==> src/rtl/vbw_add_sched.sv <==
// vbw_add_sched / vbw_cla_kill: round-robin burst scheduler around a lane-killable 64-bit CLA (rev 1.0)
`default_nettype none

module vbw_cla_kill (
  input  logic [63:0] a,
  input  logic [63:0] b,
  input  logic        ci,
  input  logic [1:0]  mode,
  output logic [63:0] sum,
  output logic        co
);
  logic [7:0] grp_g, grp_p, kill;
  logic [7:0] cin, cout;

  // A killed byte boundary starts a new lane: carry into that byte is forced to 0.
  always_comb begin
    kill = '0;
    for (int k = 1; k < 8; k++) begin
      case (mode)
        2'b01:   kill[k] = (k == 4);
        2'b10:   kill[k] = (k % 2 == 0);
        2'b11:   kill[k] = 1'b1;
        default: kill[k] = 1'b0;
      endcase
    end
  end

  always_comb begin
    cin  = '0;
    cout = '0;
    for (int k = 0; k < 8; k++) begin
      if (k == 0)
        cin[k] = ci;
      else
        cin[k] = kill[k] ? 1'b0 : cout[k-1];
      cout[k] = grp_g[k] | (grp_p[k] & cin[k]);
    end
  end

  assign co = (mode == 2'b00) ? cout[7] : 1'b0;

  for (genvar k = 0; k < 8; k++) begin : g_byte
    logic [7:0] bg, bp, bs;
    logic       lg, lp, c;
    assign bg = a[8*k +: 8] & b[8*k +: 8];
    assign bp = a[8*k +: 8] ^ b[8*k +: 8];

    always_comb begin
      lg = 1'b0;
      lp = 1'b1;
      for (int i = 0; i < 8; i++) begin
        lg = bg[i] | (bp[i] & lg);
        lp = lp & bp[i];
      end
    end

    always_comb begin
      bs = '0;
      c  = cin[k];
      for (int i = 0; i < 8; i++) begin
        bs[i] = bp[i] ^ c;
        c     = bg[i] | (bp[i] & c);
      end
    end

    assign grp_g[k]      = lg;
    assign grp_p[k]      = lp;
    assign sum[8*k +: 8] = bs;
  end
endmodule

module vbw_add_sched #(
  parameter int N_REQ = 4,
  parameter int ID_W  = 2
) (
  input  logic                  clk,
  input  logic                  rst_n,
  input  logic [N_REQ-1:0]      req_valid,
  output logic [N_REQ-1:0]      req_ready,
  input  logic [64*N_REQ-1:0]   req_a,
  input  logic [64*N_REQ-1:0]   req_b,
  input  logic [N_REQ-1:0]      req_ci,
  input  logic [2*N_REQ-1:0]    req_mode,
  input  logic [N_REQ-1:0]      req_last,
  output logic                  out_valid,
  input  logic                  out_ready,
  output logic [63:0]           out_sum,
  output logic                  out_co,
  output logic [ID_W-1:0]       out_id,
  output logic                  out_last,
  output logic [31:0]           op_count
);
  typedef enum logic {IDLE = 1'b0, LOCKED = 1'b1} state_t;

  state_t          state, state_nx;
  logic [ID_W-1:0] rr_ptr, lock_id, win_idle, grant_id, idx;
  logic            win_found, grant_ok, accept, xfer, carry_r;
  logic            eff_ci, g_last, add_co;
  logic [1:0]      g_mode;
  logic [63:0]     add_sum;

  logic [63:0] a_arr [N_REQ];
  logic [63:0] b_arr [N_REQ];
  logic [1:0]  m_arr [N_REQ];

  for (genvar i = 0; i < N_REQ; i++) begin : g_unpack
    assign a_arr[i] = req_a[64*i +: 64];
    assign b_arr[i] = req_b[64*i +: 64];
    assign m_arr[i] = req_mode[2*i +: 2];
  end

  function automatic logic [ID_W-1:0] next_ptr(input logic [ID_W-1:0] p);
    if (int'(p) >= N_REQ - 1)
      return '0;
    else
      return p + ID_W'(1);
  endfunction

  // First valid requester at or after rr_ptr, wrapping modulo N_REQ.
  always_comb begin
    win_found = 1'b0;
    win_idle  = '0;
    idx       = '0;
    for (int off = 0; off < N_REQ; off++) begin
      idx = ID_W'((int'(rr_ptr) + off) % N_REQ);
      if (!win_found && req_valid[idx]) begin
        win_found = 1'b1;
        win_idle  = idx;
      end
    end
  end

  always_comb begin
    accept    = !out_valid || out_ready;
    grant_id  = (state == LOCKED) ? lock_id : win_idle;
    grant_ok  = (state == LOCKED) ? req_valid[lock_id] : win_found;
    xfer      = grant_ok && accept;
    req_ready = '0;
    if (grant_ok)
      req_ready[grant_id] = accept;
    g_mode = m_arr[grant_id];
    g_last = req_last[grant_id];
    eff_ci = (g_mode == 2'b00) && ((state == LOCKED) ? carry_r : req_ci[grant_id]);
  end

  always_comb begin
    state_nx = state;
    if (xfer) begin
      if (state == IDLE && !g_last)
        state_nx = LOCKED;
      else if (state == LOCKED && g_last)
        state_nx = IDLE;
    end
  end

  vbw_cla_kill u_cla (
    .a    (a_arr[grant_id]),
    .b    (b_arr[grant_id]),
    .ci   (eff_ci),
    .mode (g_mode),
    .sum  (add_sum),
    .co   (add_co)
  );

  always_ff @(posedge clk or negedge rst_n) begin
    if (!rst_n) begin
      state     <= IDLE;
      rr_ptr    <= '0;
      lock_id   <= '0;
      carry_r   <= 1'b0;
      out_valid <= 1'b0;
      out_sum   <= '0;
      out_co    <= 1'b0;
      out_id    <= '0;
      out_last  <= 1'b0;
      op_count  <= '0;
    end else begin
      state <= state_nx;
      if (xfer) begin
        carry_r   <= add_co;
        out_valid <= 1'b1;
        out_sum   <= add_sum;
        out_co    <= add_co;
        out_id    <= grant_id;
        out_last  <= g_last;
        op_count  <= op_count + 32'd1;
        if (state == IDLE && !g_last)
          lock_id <= grant_id;
        if (g_last)
          rr_ptr <= next_ptr(grant_id);
      end else if (out_ready) begin
        out_valid <= 1'b0;
      end
    end
  end
endmodule

`default_nettype wire
==> config.mk <==
export PLATFORM = sky130hd
export DESIGN_NAME = vbw_add_sched
export DESIGN_NICKNAME = d
export VERILOG_FILES = /design/src/rtl/vbw_add_sched.sv
export SDC_FILE = /design/constraint.sdc
export NUM_CORES = 1
export LEC_CHECK = 0
export CORE_AREA = 2 2 249 251
export CTS_BUF_LIST = sky130_fd_sc_hd__clkbuf_4
export CTS_CLUSTER_SIZE = 16
export DETAILED_ROUTE_END_ITERATION = 8
export DIE_AREA = 0 0 251 253
export PLACE_DENSITY = 0.57
export REMOVE_ABC_BUFFERS = 1
export SLEW_MARGIN = 20
export SYNTH_ARGS = -nofsm -noshare
export SYNTH_HDL_FRONTEND = slang
export SYNTH_SLANG_ARGS = --single-unit
==> constraint.sdc <==
create_clock -name clk -period 7.04 [get_ports clk]
set_clock_uncertainty 0.2 [all_clocks]
set_input_delay 1.056 -clock clk [delete_from_list [all_inputs] [get_ports clk]]
set_output_delay 1.056 -clock clk [all_outputs]
set_load 0.01 [all_outputs]
==> Word-level counts from Yosys, hierarchy flattened <==
Index checks and enable logic that the tools add are counted.
{ "op_classes": {"reduce_logical": 22, "order_cmp": 9, "bitwise_logic": 379, "n_mux": 53, "eq_ne": 3, "addsub": 5} }
{ "op_table": {"columns": ["operator", "n"], "rows": [
  ["64-bit binary-select mux with 2-bit select", 2],
  ["64-bit two-way mux", 4],
  ["1-bit AND", 176],
  ["1-bit OR", 120],
  ["8-bit AND", 8],
  ["1-bit XOR", 64],
  ["8-bit XOR", 8],
  ["32-bit by 1-bit adder with 32-bit output (second input constant)", 1],
  ["1-bit two-way mux", 29],
  ["2-bit by 3-bit less-than comparator with 1-bit output (second input constant)", 6],
  ["2-bit two-way mux", 8],
  ["1-bit binary-select mux with 2-bit select", 7],
  ["1-bit logical AND", 8],
  ["2-bit AND reduction", 3],
  ["1-bit logical NOT", 5],
  ["2-bit by 1-bit adder with 2-bit output (second input constant)", 2],
  ["2-bit adder (second input constant)", 2],
  ["4-bit AND", 1],
  ["2-bit binary-select mux with 2-bit select", 1],
  ["2-bit == test (second input constant)", 2],
  ["4-bit two-way mux", 1],
  ["2-bit nonzero test", 2],
  ["3-bit >= comparator (second input constant)", 1],
  ["2-bit inverter with 3-bit output", 1],
  ["other kinds (9)", 9]
]} }
{ "word_totals": {"elab_cells": 480, "in_bits": 535, "ff_bits": 106, "output_inout_bits": 105} }

==> Longest topological paths before layout <==
{ "logic_depth": {"ltp_word": 67, "depth_mapped": 31, "ltp_nobuf": 29} }

==> Modules after synthesis <==
Synthesis repeated with hierarchy kept, for this count alone.
{ "unflattened": {"hier_cells": 1599, "hier_area_um2": 11444.7} }
{ "by_module_without_submodules": {"columns": ["mod", "area_per_inst_um2", "cells_per_inst", "n_inst"], "rows": [
  ["vbw_add_sched", 8638.3, 1333, 1],
  ["vbw_cla_kill", 2806.4, 266, 1]
]} }

==> Least setup slack after synthesis <==
OpenSTA, ideal clock, no wires.
{ "synth_timing": {"path_type": "input-to-reg", "from": "input req_valid[3]", "to": "register out_sum[39]", "required_time_ps": 6757, "path_slack_ps": -1094, "n_path_buf": 3, "arrival_ps": 7851, "path_stages": 26, "setup_time_ps": 83, "path_cell_list": "and4b_1 > o21bai_1 > o31ai_4 > clkbuf_1 > clkbuf_1 > clkbuf_1 > nand2_1 > a31oi_1 > ha_1 > nand4_1 > or4_1 > or3_4 > a211oi_4 > a21oi_1 > or4_1 > a21oi_1 > fa_1 > inv_1 > fa_1 > fa_1 > fa_1 > fa_1 > fa_1 > fa_1 > xor2_1 > o21ai_0"} }
{ "synth_between": {"elab_chain_cells": 58, "elab_cells_between_ends": 171, "classes_between": "eq/ne: 3; mux: 39; bitwise: 118; reduce/logical: 11"} }
{ "synth_rtl": {"columns": ["item", "line", "rtl"], "rows": [
  ["start: declaration", "78", "input logic [N_REQ-1:0] req_valid,"],
  ["1-bit binary-select mux with 2-bit select", "126", "if (!win_found && req_valid[idx]) begin"],
  ["1-bit two-way mux (implied by the code)", "126", null],
  ["1-bit two-way mux", "126", null],
  ["1-bit logical NOT", "126", null],
  ["1-bit logical AND", "126", null],
  ["1-bit two-way mux", "126", null],
  ["1-bit logical NOT", "126", null],
  ["1-bit logical AND", "126", null],
  ["[42 not listed]", null, null],
  ["1-bit OR", "62", "c = bg[i] | (bp[i] & c);"],
  ["1-bit AND", "62", null],
  ["1-bit OR", "62", null],
  ["1-bit AND", "62", null],
  ["1-bit OR", "62", null],
  ["1-bit AND", "62", null],
  ["1-bit OR", "62", null],
  ["1-bit XOR", "61", "bs[i] = bp[i] ^ c;"],
  ["end signal: assignment", "182", "out_sum <= add_sum;"],
  ["end: declaration", "87", "output logic [63:0] out_sum,"]
]} }
Several ways; a longest one is shown, not always the timed one. The select of a mux whose other input is x is not followed.
A chain may end at the register's enable or synchronous reset.

==> Worst setup path in the final report <==
Ends and elaborated chain as after synthesis.

==> impl_results.md <==
- Fillers: approximately 6500
- Vias per cell: 4.51
- Share of the cycle needed by the critical path after routing: 103%
- I/O pins: 640
- Clock latency on the worst-skew pair: 0.60 ns
- Most common cell after layout, fill and taps aside: nand2_1
- DP HPWL: 49600 microns
- Std-Cell Rows: 91
- Synth Flop Type: dfrtp_1
- Final-stage net count: roughly 3100
- Slew Viols, Final: 0
- Num CTS Buffers: 9
- CTS max path bufs: 2
- Worst r2r dst: out_sum[39]
- Most used cell, CP: fa_2
- Initial DRC count: between 600 and 700
- Initial antenna violation count: 3
- PD cells: 567 nW/um^2
- Post-Syn Area: 11600 sq um
- Die X: 251 microns
- Vias in the first global route: 15300
- Antenna viol nets, final: 0
- CP Max Fanout: 8
- Leakage power: 9.59 nW
- Final non-filler cell total: 3271
- Reg2reg path depth: 29
- Post-layout min period: 7.26 ns
- Launch point of the worst reg-to-reg path: rr_ptr[1]
- Drt drc: 0
- Headroom to the max-slew limit: 39.7%
- Routability cong.: ~0.91
- Syn Inst Count: approximately 1700
- Slew @ Worst Pin: 0.904 ns
- Setup ws final: -0.217 ns
- Fmax: 0.138 GHz
- Unique cell type count in the Yosys netlist: between 50 and 60
- RSZ-0062 raised after global routing: true
- Total number of vias: 14700
- CP Class: in2reg
- Total GRT Usage: 18.5%
- Area growth from synthesis to layout: 82.6%
- Hold_buf cts: 0
- Crit-path slowest cell: or4_4
- Max-Cap Viols: 0
- Number of flops mapped to enable cells by yosys: 0
- Initial Util: 19.0%
- Worst Hold Class: in2async
- CTS Root Buffer Type: clkbuf_4
- Drt wl/cell: 18.9 microns
- Pre-CTS setup slack: -1.70 ns
- Avg Cell Area, Syn: slightly below 7 sq um
- Setup slack, reg-to-reg: -0.17 ns
- Worst endpoint required time: ~7.3 ns
- CTS sink cnt: 106
- Crit path launch type: input pin
- Yosys warning total: 0
- DR pass1 iterations: 5
- Dpl cells: approximately 3200
- GRT overflow: 0
- Die area: ~64000 sq um
- CTS tree: built
- Placeable core area: 61000 sq um
- Worst Path Buf+Inv: 6
- Die height: 253 microns
- First-pass GRT wire length: around 89000 microns
- Synth Register Bits: between 100 and 150
- Worst path max stage delay: about 0.53 ns
- Post-Route WL: 61800 microns
- Crit path DAT: around 7.5 ns
- Most frequent cells in the layout: 674 x nand2_1, 634 x clkdlybuf4s50_1, 203 x nand3_1
- Ys async rst share: 100%
- Worst IR drop on VDD: 0.251 mV
- Hold Violations, Final: 0
- Final setup fails: 10
- H-tree depth: 3
- Status: finished, violations left
- Ratio of cells with drive above 1 in the final layout: 13.9%
- CP endpoint kind: register
- Clock transition at the registers of the reported paths: between 0.2 and 0.25 ns
- IO buf count: around 640
- Sequential fraction of the synthesis area: 22.9%
- Critical path's top delay family: adder cells
- Largest net degree at the start of global routing: 83
- Failing checks: setup timing
-- worst reg2reg max path: cells and delay by family, from the launching register on --
kind                       cells  cell delay [ns]
buffers and inverters          6             0.66
xor gates and xnor gates       1             0.15
DFF                            1             0.53
and+or+nand+nor                7             1.69
AOI/OAI and AO/OA              7             1.30
adders and majority gates      8             2.54
-- power breakdown --
part	internal (W)	switching (W)
combinational	0.00503	0.00554
sequential	0.000882	0.000182
clock	0.0000823	0.000279
total	0.00600	0.00601
-- sequential cells by signal, indices dropped and copies added (netlist names) --
signal     count
out_id         2
rr_ptr         2
op_count      32
state          1
lock_id        2
carry_r        1
out_valid      1
out_sum       64
out_last       1
-- per-stage QoR --
step / total power [W] / util [%] / instance area (sq um) / hold slack [ns] / setup TNS, ns
finish: 0.0120 / 34.7 / 21200 / 0.235 / -1.12
detailed placement: 0.0107 / 32.9 / 20100 / 0.270 / -34.00
global route: 0.0134 / 34.7 / 21200 / 0.217 / -2.84
floorplan: 0.00642 / - / 11200 / 0.307 / -900.87
CTS: 0.0117 / 33.9 / 20700 / 0.151 / -1.60
global placement: 0.0105 / 32.9 / 20100 / 0.264 / -31.97
-- layout make-up --
type                       instances  area (sq um)  area share [%]
antenna                            3          7.51          0.0354
sequential                       106          2660            12.5
timing repair buffer             843          8320            39.3
timing repair inverter             2          20.0          0.0945
clock inverter                     7          70.1           0.331
multi-input combinational       1402          8610            40.7
clock buffer                       9          67.6           0.319
inverter                         109           442            2.09
tap                              790           988            4.67
-- worst max path at each step --
stage	startpoint	end	slack, ns	cells past startpoint
final	req_valid[3]	out_sum[39]	-0.22	29
after global routing	rr_ptr[1]	out_sum[39]	-0.34	29
after CTS	rr_ptr[1]	out_sum[62]	-0.28	24
after detailed placement	req_valid[3]	out_sum[39]	-1.70	30
after global placement	req_valid[3]	out_sum[39]	-1.58	30
after floorplan	req_valid[2]	out_sum[39]	-14.04	25
-- repair_timing --
item | 4_1_cts | 5_1_grt
pin swaps | 33 | 39
cloned | 6 | 4
buffers inserted | 7 | 13
resized for setup | 109 | 67
endpoints found under the setup margin | 23 | 20
-- cell usage after synthesis (2+ instances only) --
cell type / number / area share, %
a211o_1: 2 / 0.15
a211oi_1: 3 / 0.19
a21boi_0: 2 / 0.13
a21o_1: 15 / 0.97
a21oi_1: 28 / 1.2
a221o_1: 2 / 0.17
a22o_1: 2 / 0.15
a31oi_1: 36 / 1.9
and2_1: 57 / 3.1
and3_1: 43 / 2.3
and4_1: 6 / 0.45
buf_1: 13 / 0.42
clkbuf_1: 93 / 3.0
dfrtp_1: 106 / 23
fa_1: 56 / 9.7
ha_1: 70 / 7.6
inv_1: 108 / 3.5
mux4_2: 2 / 0.39
nand2_1: 681 / 22
nand2b_1: 5 / 0.27
nand3_1: 204 / 8.8
nand4_1: 15 / 0.81
nor2_1: 12 / 0.39
nor2b_1: 9 / 0.49
nor3_1: 9 / 0.39
o211ai_1: 2 / 0.13
o21a_1: 4 / 0.26
o21ai_0: 72 / 3.1
o31a_1: 2 / 0.15
o31ai_1: 3 / 0.19
or4_1: 3 / 0.19
xnor2_1: 27 / 2.0
xor2_1: 12 / 0.91
-- per-layer routing --
layer | part of all wire (%) | GRT usage, % | wire [microns] | vias up
li1 | - | - | - | 7131
met2 | 50 | 33.8 | 31000 | 564
met5 | 0 | 0 | 0 | -
met1 | 40 | 21.2 | 24700 | 6962
met3 | 6.4 | 3.68 | 3970 | 88
met4 | 3.5 | 6.97 | 2170 | 0
-- cell families after synthesis --
family | after synthesis | synth area share (%)
adder cells (fa/ha/maj) | 126 | 17.2
multiplexers | 4 | 0.572
flip-flops | 106 | 22.9
AND/OR/NAND/NOR | 1049 | 39.6
XOR/XNOR | 39 | 2.95
buffers and inverters | 215 | 6.96
AO/OA/AOI/OAI | 184 | 9.85
Power figures use the tool's default switching activity.
